[config.mk]
export PLATFORM = sky130hd
export DESIGN_NAME = mem_stage
export DESIGN_NICKNAME = d
export VERILOG_FILES = /design/src/rtl/mem_stage.sv
export SDC_FILE = /design/constraint.sdc
export NUM_CORES = 1
export LEC_CHECK = 0
export ABC_CLOCK_PERIOD_IN_PS = 3000
export CORE_UTILIZATION = 41
export CTS_CLUSTER_DIAMETER = 60
export DETAILED_ROUTE_END_ITERATION = 6
export GPL_TIMING_DRIVEN = 0
export PLACE_DENSITY = 0.82
export SETUP_SLACK_MARGIN = 0.02
export SLEW_MARGIN = 20
export SYNTH_ARGS = -nofsm -noshare
export SYNTH_HDL_FRONTEND = slang
export SYNTH_SLANG_ARGS = --single-unit
[constraint.sdc]
create_clock -name clk -period 3 [get_ports clk]
set_input_delay 0.6 -clock clk [delete_from_list [all_inputs] [get_ports clk]]
set_output_delay 0.6 -clock clk [all_outputs]
set_load 0.01 [all_outputs]
[src/rtl/mem_stage.sv]
// RV32I memory-access stage: issues data-memory requests, aligns load data
// and drives the registered MEM/WB and trap outputs.
module mem_stage #(
    parameter logic [31:0] RESET_PC = 32'h0000_0000
) (
    input  logic        clk,
    input  logic        rst_n,
    input  logic        i_vld,
    input  logic [31:0] i_result,
    input  logic [31:0] i_data_store,
    input  logic [31:0] i_pc,
    input  logic [2:0]  i_func3,
    input  logic [6:0]  i_opcode,
    input  logic [4:0]  i_rd,
    output logic        o_stall,
    output logic        o_dmem_req,
    output logic        o_dmem_we,
    output logic [31:0] o_dmem_addr,
    output logic [31:0] o_dmem_wdata,
    output logic [3:0]  o_dmem_wstrb,
    input  logic        i_dmem_rdy,
    input  logic        i_dmem_rvld,
    input  logic [31:0] i_dmem_rdata,
    output logic        o_wb_vld,
    output logic        o_wb_en,
    output logic [4:0]  o_wb_rd,
    output logic [31:0] o_wb_data,
    output logic [31:0] o_wb_pc,
    output logic        o_trap,
    output logic [3:0]  o_trap_cause,
    output logic [31:0] o_trap_pc
);

    localparam logic [6:0] OP_LOAD   = 7'b0000011;
    localparam logic [6:0] OP_STORE  = 7'b0100011;
    localparam logic [6:0] OP_BRANCH = 7'b1100011;

    typedef enum logic [1:0] {
        ST_IDLE = 2'd0,
        ST_REQ  = 2'd1,
        ST_WAIT = 2'd2
    } state_e;

    state_e      state_q;
    state_e      state_d;
    logic [1:0]  lane_q;
    logic [2:0]  f3_q;

    logic        is_load_s;
    logic        is_store_s;
    logic        mem_op_s;
    logic        f3_ok_s;
    logic        misal_s;
    logic        trap_s;
    logic        legal_s;
    logic [3:0]  cause_s;
    logic        retire_s;
    logic        wb_en_s;
    logic [31:0] wb_data_s;
    logic        trap_fire_s;
    logic        capture_s;

    function automatic logic [3:0] store_strb(input logic [2:0] f3, input logic [1:0] lo);
        logic [3:0] strb;
        case (f3)
            3'd0:    strb = 4'b0001 << lo;
            3'd1:    strb = 4'b0011 << {lo[1], 1'b0};
            3'd2:    strb = 4'b1111;
            default: strb = 4'b0000;
        endcase
        return strb;
    endfunction

    function automatic logic [31:0] store_data(input logic [2:0] f3, input logic [31:0] d);
        logic [31:0] w;
        case (f3)
            3'd0:    w = {4{d[7:0]}};
            3'd1:    w = {2{d[15:0]}};
            default: w = d;
        endcase
        return w;
    endfunction

    function automatic logic [31:0] load_align(input logic [2:0] f3, input logic [1:0] lane,
                                               input logic [31:0] word);
        logic [31:0] sh;
        logic [31:0] r;
        sh = word >> {lane, 3'b000};
        case (f3)
            3'd0:    r = {{24{sh[7]}}, sh[7:0]};
            3'd1:    r = {{16{sh[15]}}, sh[15:0]};
            3'd4:    r = {24'd0, sh[7:0]};
            3'd5:    r = {16'd0, sh[15:0]};
            default: r = word;
        endcase
        return r;
    endfunction

    // Decode legality and alignment of the presented memory op.
    always_comb begin
        is_load_s  = (i_opcode == OP_LOAD);
        is_store_s = (i_opcode == OP_STORE);
        mem_op_s   = i_vld & (is_load_s | is_store_s);
        f3_ok_s    = 1'b0;
        if (is_load_s) begin
            case (i_func3)
                3'd0, 3'd1, 3'd2, 3'd4, 3'd5: f3_ok_s = 1'b1;
                default:                      f3_ok_s = 1'b0;
            endcase
        end else begin
            f3_ok_s = (i_func3 <= 3'd2);
        end
        misal_s = ((i_func3[1:0] == 2'b01) & i_result[0]) |
                  ((i_func3[1:0] == 2'b10) & (i_result[1:0] != 2'b00));
        trap_s  = mem_op_s & (~f3_ok_s | misal_s);
        legal_s = mem_op_s & ~trap_s;
        if (!f3_ok_s) begin
            cause_s = 4'd2;
        end else if (is_load_s) begin
            cause_s = 4'd4;
        end else begin
            cause_s = 4'd6;
        end
    end

    // Next-state, retire and write-back selection.
    always_comb begin
        state_d     = state_q;
        retire_s    = 1'b0;
        wb_en_s     = 1'b0;
        wb_data_s   = i_result;
        trap_fire_s = 1'b0;
        capture_s   = 1'b0;
        case (state_q)
            ST_IDLE: begin
                if (i_vld && !mem_op_s) begin
                    retire_s = 1'b1;
                    wb_en_s  = (i_rd != 5'd0) && (i_opcode != OP_BRANCH);
                end else if (trap_s) begin
                    retire_s    = 1'b1;
                    trap_fire_s = 1'b1;
                end else if (legal_s) begin
                    if (i_dmem_rdy) begin
                        capture_s = 1'b1;
                        if (is_store_s) begin
                            retire_s = 1'b1;
                        end else begin
                            state_d = ST_WAIT;
                        end
                    end else begin
                        state_d = ST_REQ;
                    end
                end else begin
                    state_d = ST_IDLE;
                end
            end
            ST_REQ: begin
                if (i_dmem_rdy) begin
                    capture_s = 1'b1;
                    if (is_store_s) begin
                        retire_s = 1'b1;
                        state_d  = ST_IDLE;
                    end else begin
                        state_d = ST_WAIT;
                    end
                end else begin
                    state_d = ST_REQ;
                end
            end
            ST_WAIT: begin
                if (i_dmem_rvld) begin
                    retire_s  = 1'b1;
                    wb_en_s   = (i_rd != 5'd0);
                    wb_data_s = load_align(f3_q, lane_q, i_dmem_rdata);
                    state_d   = ST_IDLE;
                end else begin
                    state_d = ST_WAIT;
                end
            end
            default: begin
                state_d = ST_IDLE;
            end
        endcase
    end

    // Request port; fields come straight from the held execute-stage inputs.
    always_comb begin
        o_dmem_req   = rst_n & (((state_q == ST_IDLE) & legal_s) | (state_q == ST_REQ));
        o_dmem_we    = is_store_s;
        o_dmem_addr  = {i_result[31:2], 2'b00};
        o_dmem_wdata = is_store_s ? store_data(i_func3, i_data_store) : 32'd0;
        o_dmem_wstrb = is_store_s ? store_strb(i_func3, i_result[1:0]) : 4'b0000;
        o_stall      = i_vld & ~retire_s;
    end

    // FSM state, accepted-request capture and registered MEM/WB outputs.
    always_ff @(posedge clk or negedge rst_n) begin
        if (!rst_n) begin
            state_q      <= ST_IDLE;
            lane_q       <= 2'd0;
            f3_q         <= 3'd0;
            o_wb_vld     <= 1'b0;
            o_wb_en      <= 1'b0;
            o_wb_rd      <= 5'd0;
            o_wb_data    <= 32'd0;
            o_wb_pc      <= RESET_PC;
            o_trap       <= 1'b0;
            o_trap_cause <= 4'd0;
            o_trap_pc    <= RESET_PC;
        end else begin
            state_q  <= state_d;
            o_wb_vld <= retire_s;
            o_wb_en  <= retire_s & wb_en_s;
            o_trap   <= trap_fire_s;
            if (capture_s) begin
                lane_q <= i_result[1:0];
                f3_q   <= i_func3;
            end
            if (retire_s) begin
                o_wb_rd   <= i_rd;
                o_wb_data <= wb_data_s;
                o_wb_pc   <= i_pc;
            end
            if (trap_fire_s) begin
                o_trap_cause <= cause_s;
                o_trap_pc    <= i_pc;
            end
        end
    end

endmodule

# Word-level counts from Yosys, hierarchy flattened
# Cells that the tools add are included.
# op_classes
order_cmp	1
eq_ne	17
n_shift	3
muxes	38
n_bitwise	16
reduce_logical	10
# ops
operator	count
one-hot mux 32 bit (4 select lines)	1
2-to-1 mux 32 bit	3
one-hot mux 32 bit (2 select lines)	1
right shift 32 x 5 -> 16 bit	1
2-to-1 mux 2 bit	9
2-to-1 mux 1 bit	17
equality test 3 bit (second input constant)	4
one-hot mux 4 bit (3 select lines)	1
bitwise AND 1 bit	9
equality test 7 x 2 -> 1 bit (second input constant)	1
equality test 7 x 6 -> 1 bit (second input constant)	1
!= test 7 bit (second input constant)	1
equality test 3 x 1 -> 1 bit (second input constant)	2
zero test 3 bit	2
one-hot mux 2 bit (3 select lines)	1
nonzero test 5 bit	1
OR reduction 5 bit	1
equality test 2 x 1 -> 1 bit (second input constant)	2
equality test 2 bit (second input constant)	2
2-to-1 mux 4 bit	1
!= test 2 bit (second input constant)	2
!= test 4 bit (second input constant)	1
bitwise OR 1 bit	4
one-hot mux 1 bit (2 select lines)	2
12 further kinds	15
# word_totals
regBits	115
in_bits	148
out_inout_bits	179
wordCells	96

# Logic depth before layout (Yosys ltp)
# logic_depth
word_depth	15
depth_mapped	7

# Worst setup path before layout
# OpenSTA, ideal clock, no wires.
# synth_timing
kind	input-to-output
from	input port i_opcode[3]
to	output port o_stall
arrival_time_ps	2098
required_time_ps	2400
path_slack_ps	302
stages	6
path_buffers	1
cell_sequence	or2_1 -> or4_1 -> a211oi_2 -> o21ai_2 -> buf_2 -> nor2_1
# synth_between
elab_chain_cells	13
word_cells_on_any_way	20
# synth_rtl
item	line_no	rtl
from (decl)	13	input logic [6:0] i_opcode,
equality test 7 x 2 -> 1 bit	101	is_load_s = (i_opcode == OP_LOAD);
2-to-1 mux 1 bit	105	if (is_load_s) begin
NOT 1 bit	115	trap_s = mem_op_s & (~f3_ok_s | misal_s);
bitwise OR 1 bit	115	
bitwise AND 1 bit	115	
NOT 1 bit	116	legal_s = mem_op_s & ~trap_s;
bitwise AND 1 bit	116	
2-to-1 mux 1 bit	142	end else if (legal_s) begin
2-to-1 mux 1 bit	139	end else if (trap_s) begin
2-to-1 mux 1 bit	136	if (i_vld && !mem_op_s) begin
one-hot mux 1 bit (3 select lines) (*)	134	case (state_q)
named net retire_s	57	logic retire_s;
NOT 1 bit (*)	193	o_stall = i_vld & ~retire_s;
bitwise AND 1 bit (*)	193	
to (decl)	15	output logic o_stall,
# Mark *: on every way through the listed nets, which the timed path passes. The rest lies on a longest branch.

# Final worst setup path
# layout_timing
from	input port i_opcode[3]
to	output port o_dmem_req
# layout_between
elab_chain_cells	10
word_cells_on_any_way	13
# layout_rtl
item	line_no	rtl
equality test 7 x 2 -> 1 bit	101	
2-to-1 mux 1 bit	105	
NOT 1 bit	115	
bitwise OR 1 bit	115	
bitwise AND 1 bit	115	
NOT 1 bit	116	
bitwise AND 1 bit (*)	116	
bitwise AND 1 bit (*)	188	o_dmem_req = rst_n & (((state_q == ST_IDLE) & legal_s) | (state_q == ST_REQ));
bitwise OR 1 bit (*)	188	
bitwise AND 1 bit (*)	188	
to (decl)	16	output logic o_dmem_req,
# Mark *: on every way between the ends. The rest lies on a longest branch, timed or not.

==> metrics.md <==
| Metric | Value |
|---|---|
| Min-Delay Path Class | in -> async |
| First-pass GRT wire length | 34.8 mm |
| Layout Cells excl Fill | 1155 |
| WS Path Type | in -> out |
| Largest fanout on the critical path | 3 |
| Die Y | 127 um |
| Synthesis-to-finish area growth | 64.7% |
| Startpoint Class | input port |
| Average size of a mapped cell | 10.5 um2 |
| CP endpoint | o_dmem_req |
| Total power | 5.16 mW |
| Syn Inst Count | 606 |
| Htree depth | 4 |
| Setup Skew | 0.00921 ns |
| CTS tree | built |
| Global-route total usage across every layer | 28.4% |
| Top cells by instance count after synthesis | dfrtp_1, nand2_1, mux2_4, a21oi_1, mux2_2 |
| Via density per instance | 5.27 |
| Fin nets | 1103 |
| Fin crit period | 2.92 ns |
| FFs w/ async S/R, synth | 100% |
| RSZ-0062 raised after global routing | yes |
| Ratio of final minimum period to clock period | 97.4% |
| Final wirelength | 22.4 mm |
| Mapped Area | 0.00639 mm2 |
| Ranking of synthesized cells by area | dfrtp_1, mux2_4, mux2_2 |
| Final core utilization | 69.2% |
| Share of cells above drive strength 1 | 25.0% |
| Initial antenna violation count | 0 |
| Synth Register Bits | 113 |
| Root Driver | clkbuf_16 |
| Routed via count | 6088 |
| CP endpoint kind | primary output |
| Cell variety after synth | 49 |
| Final slew viol count | 0 |
| Die width | 127 um |
| DRC violations left | 0 |
| Worst-Margin Slew | 1.01 ns |
| Initial Util | 42.0% |
| FP Rows | 45 |
| Status | finished clean |
| Max Cap Violations | 0 |
| R2r endpoint | o_wb_data[26]$_DFFE_PN0P_ |
| Fillers | 1171 |
| Starting DRT DRC Count | 292 |
| Yosys warnings | 0 |
| Number of antenna cells inserted | 0 |
| Worst path required time | 2.40 ns |
| CP Data Arrival Time | 2.32 ns |
| Post-synthesis sequential area ratio | 44.3% |
| Max Fclk | 0.342 GHz |
| Share of the synthesized area in the top cell type | 44.3% |
| Max VDD drop | 0.446 mV |
| Final Hold Vio Count | 0 |
| Cts bufs inserted | 17 |
| Congestion Overflow GR | 0 |
| Final Cell Area | 0.0105 mm2 |
| Clock transition at path regs | 0.06 ns |
| CTS sink cnt | 113 |
| Area of the core | 0.0152 mm2 |
| Max clock buf depth | 2 |
| Global placement routability congestion | 0.900 |
| Most frequent cell after synthesis | dfrtp_1 |
| Synth area leader | dfrtp_1 |
| DP Wirelength | 17.1 mm |
| Pin count of the biggest net entering global routing | 80 |
| EDFF count, synth | 0 |
| Boundary Pins | 327 |
| Sequential Area | 0.00283 mm2 |
| R2R setup slack | 0.69 ns |
| Final setup vio count | 0 |
| Critical path startpoint | i_opcode[3] |
| Area of the multi-input gates | 0.00317 mm2 |
| # hold bufs at CTS | 0 |
| Setup TNS | 0 ns |
| Latest clock arrival within the worst-skew pair | 0.41 ns |
| Number of instances in the placed design | 1116 |
| Number of global-route vias before repair | 6229 |
| Power per cell area | 491 mW/mm2 |
| Antenna Nets Post-Route | 0 |
| Crit Reg-Reg Startpoint | lane_q[0]$_DFFE_PN0P_ |
| Port Buffer Count | 318 |
| Die area | 0.0161 mm2 |
| Wirelength per Cell | 19.4 um |
| R2R depth | 7 |
| Max-slew headroom | 32.0% |
| Dominant synthesized flop cell | dfrtp_1 |
| DP Area | 0.00985 mm2 |
| Lkg Pwr | 4.75 nW |
| Drt pass-1 iters | 5 |
[per-layer routing]
metal	share of wire, %	track usage, %
met1	40	34.0
met2	50	48.0
met3	6.0	6.83
met4	3.8	13.7
met5	0	0
[critical path, stage by stage]
cell	delay, ns
clkdlybuf4s50_1	0.41
or2_4	0.28
or4_4	0.46
nor3b_4	0.22
nor2_1	0.07
nor2b_1	0.11
buf_2	0.15
[how the worst min path moves through the flow]
stage                                  endpoint  slack, ns  depth (start not counted)
floorplan                   f3_q[0]$_DFFE_PN0P_       0.30                          0
detailed placement  o_trap_cause[1]$_DFFE_PN0P_       0.48                          2
global route            o_wb_pc[17]$_DFFE_PN0P_       0.09                          1
CTS                     o_wb_pc[19]$_DFFE_PN0P_       0.08                          1
global placement    o_trap_cause[1]$_DFFE_PN0P_       0.47                          2
finish                  o_wb_pc[19]$_DFFE_PN0P_       0.08                          1
[state kept, by name (all words and copies together), names as in the netlist]
signal	cells
o_trap_pc	32
o_wb_data	32
o_wb_pc	32
o_wb_rd	5
f3_q	3
lane_q	2
o_trap_cause	2
state_q	2
o_trap	1
o_wb_en	1
o_wb_vld	1
[kinds of logic (layout without fill, tap and decap cells)]
group,Yosys count,in the layout,share of synthesized area (%)
buffers and inverters,89,447,8.09
AND/OR/NAND/NOR,171,171,12.7
other,1,4,0.0587
flip-flops,113,113,44.3
multiplexers,116,116,23.6
AO/OA/AOI/OAI,116,116,11.3
[power breakdown]
part           leakage, nW  internal, mW  switching, mW
Clock                0.260          1.15          0.734
Sequential            1.40          1.73          0.125
Combinational         3.09         0.865          0.558
Total                 4.75          3.75           1.42
[stage by stage]
step | hold WS, ns | setup WS (ns)
2_1_floorplan | 0.304 | 0.302
3_3_place_gp | 0.465 | -3.43
3_5_place_dp | 0.478 | -0.939
4_1_cts | 0.0760 | -0.0458
5_1_grt | 0.0875 | 0.0175
6_report | 0.0801 | 0.0793
[what timing repair did]
action                     4_1_cts  5_1_grt
setup buffers                    9        0
setup endpoints to repair       39       32
pin swaps                        5        2
resized for setup              134       14
[layout make-up]
cell class,instances,share of cell area [%]
plain buffers,72,4.56
clock buffers,18,4.18
clock inverters,13,1.08
inverters,16,0.571
multi-input cells,407,30.1
flip-flops and latches,113,26.9
well taps,188,2.24
repair buffers,328,30.4
[cell usage in the layout, fill, tap and decap left out, types with 11 or more instances in the layout]
master,n
inv_1,15
clkbuf_16,17
nor2b_1,14
mux2_4,60
mux2i_1,17
clkbuf_1,20
o21ai_0,26
nand3_1,35
dlygate4sd2_1,11
buf_4,44
clkdlybuf4s50_1,277
dfrtp_1,113
nor2_1,18
a21oi_1,35
nand2_1,69
mux2_2,39
buf_2,23
Power figures use the tool's default switching activity.
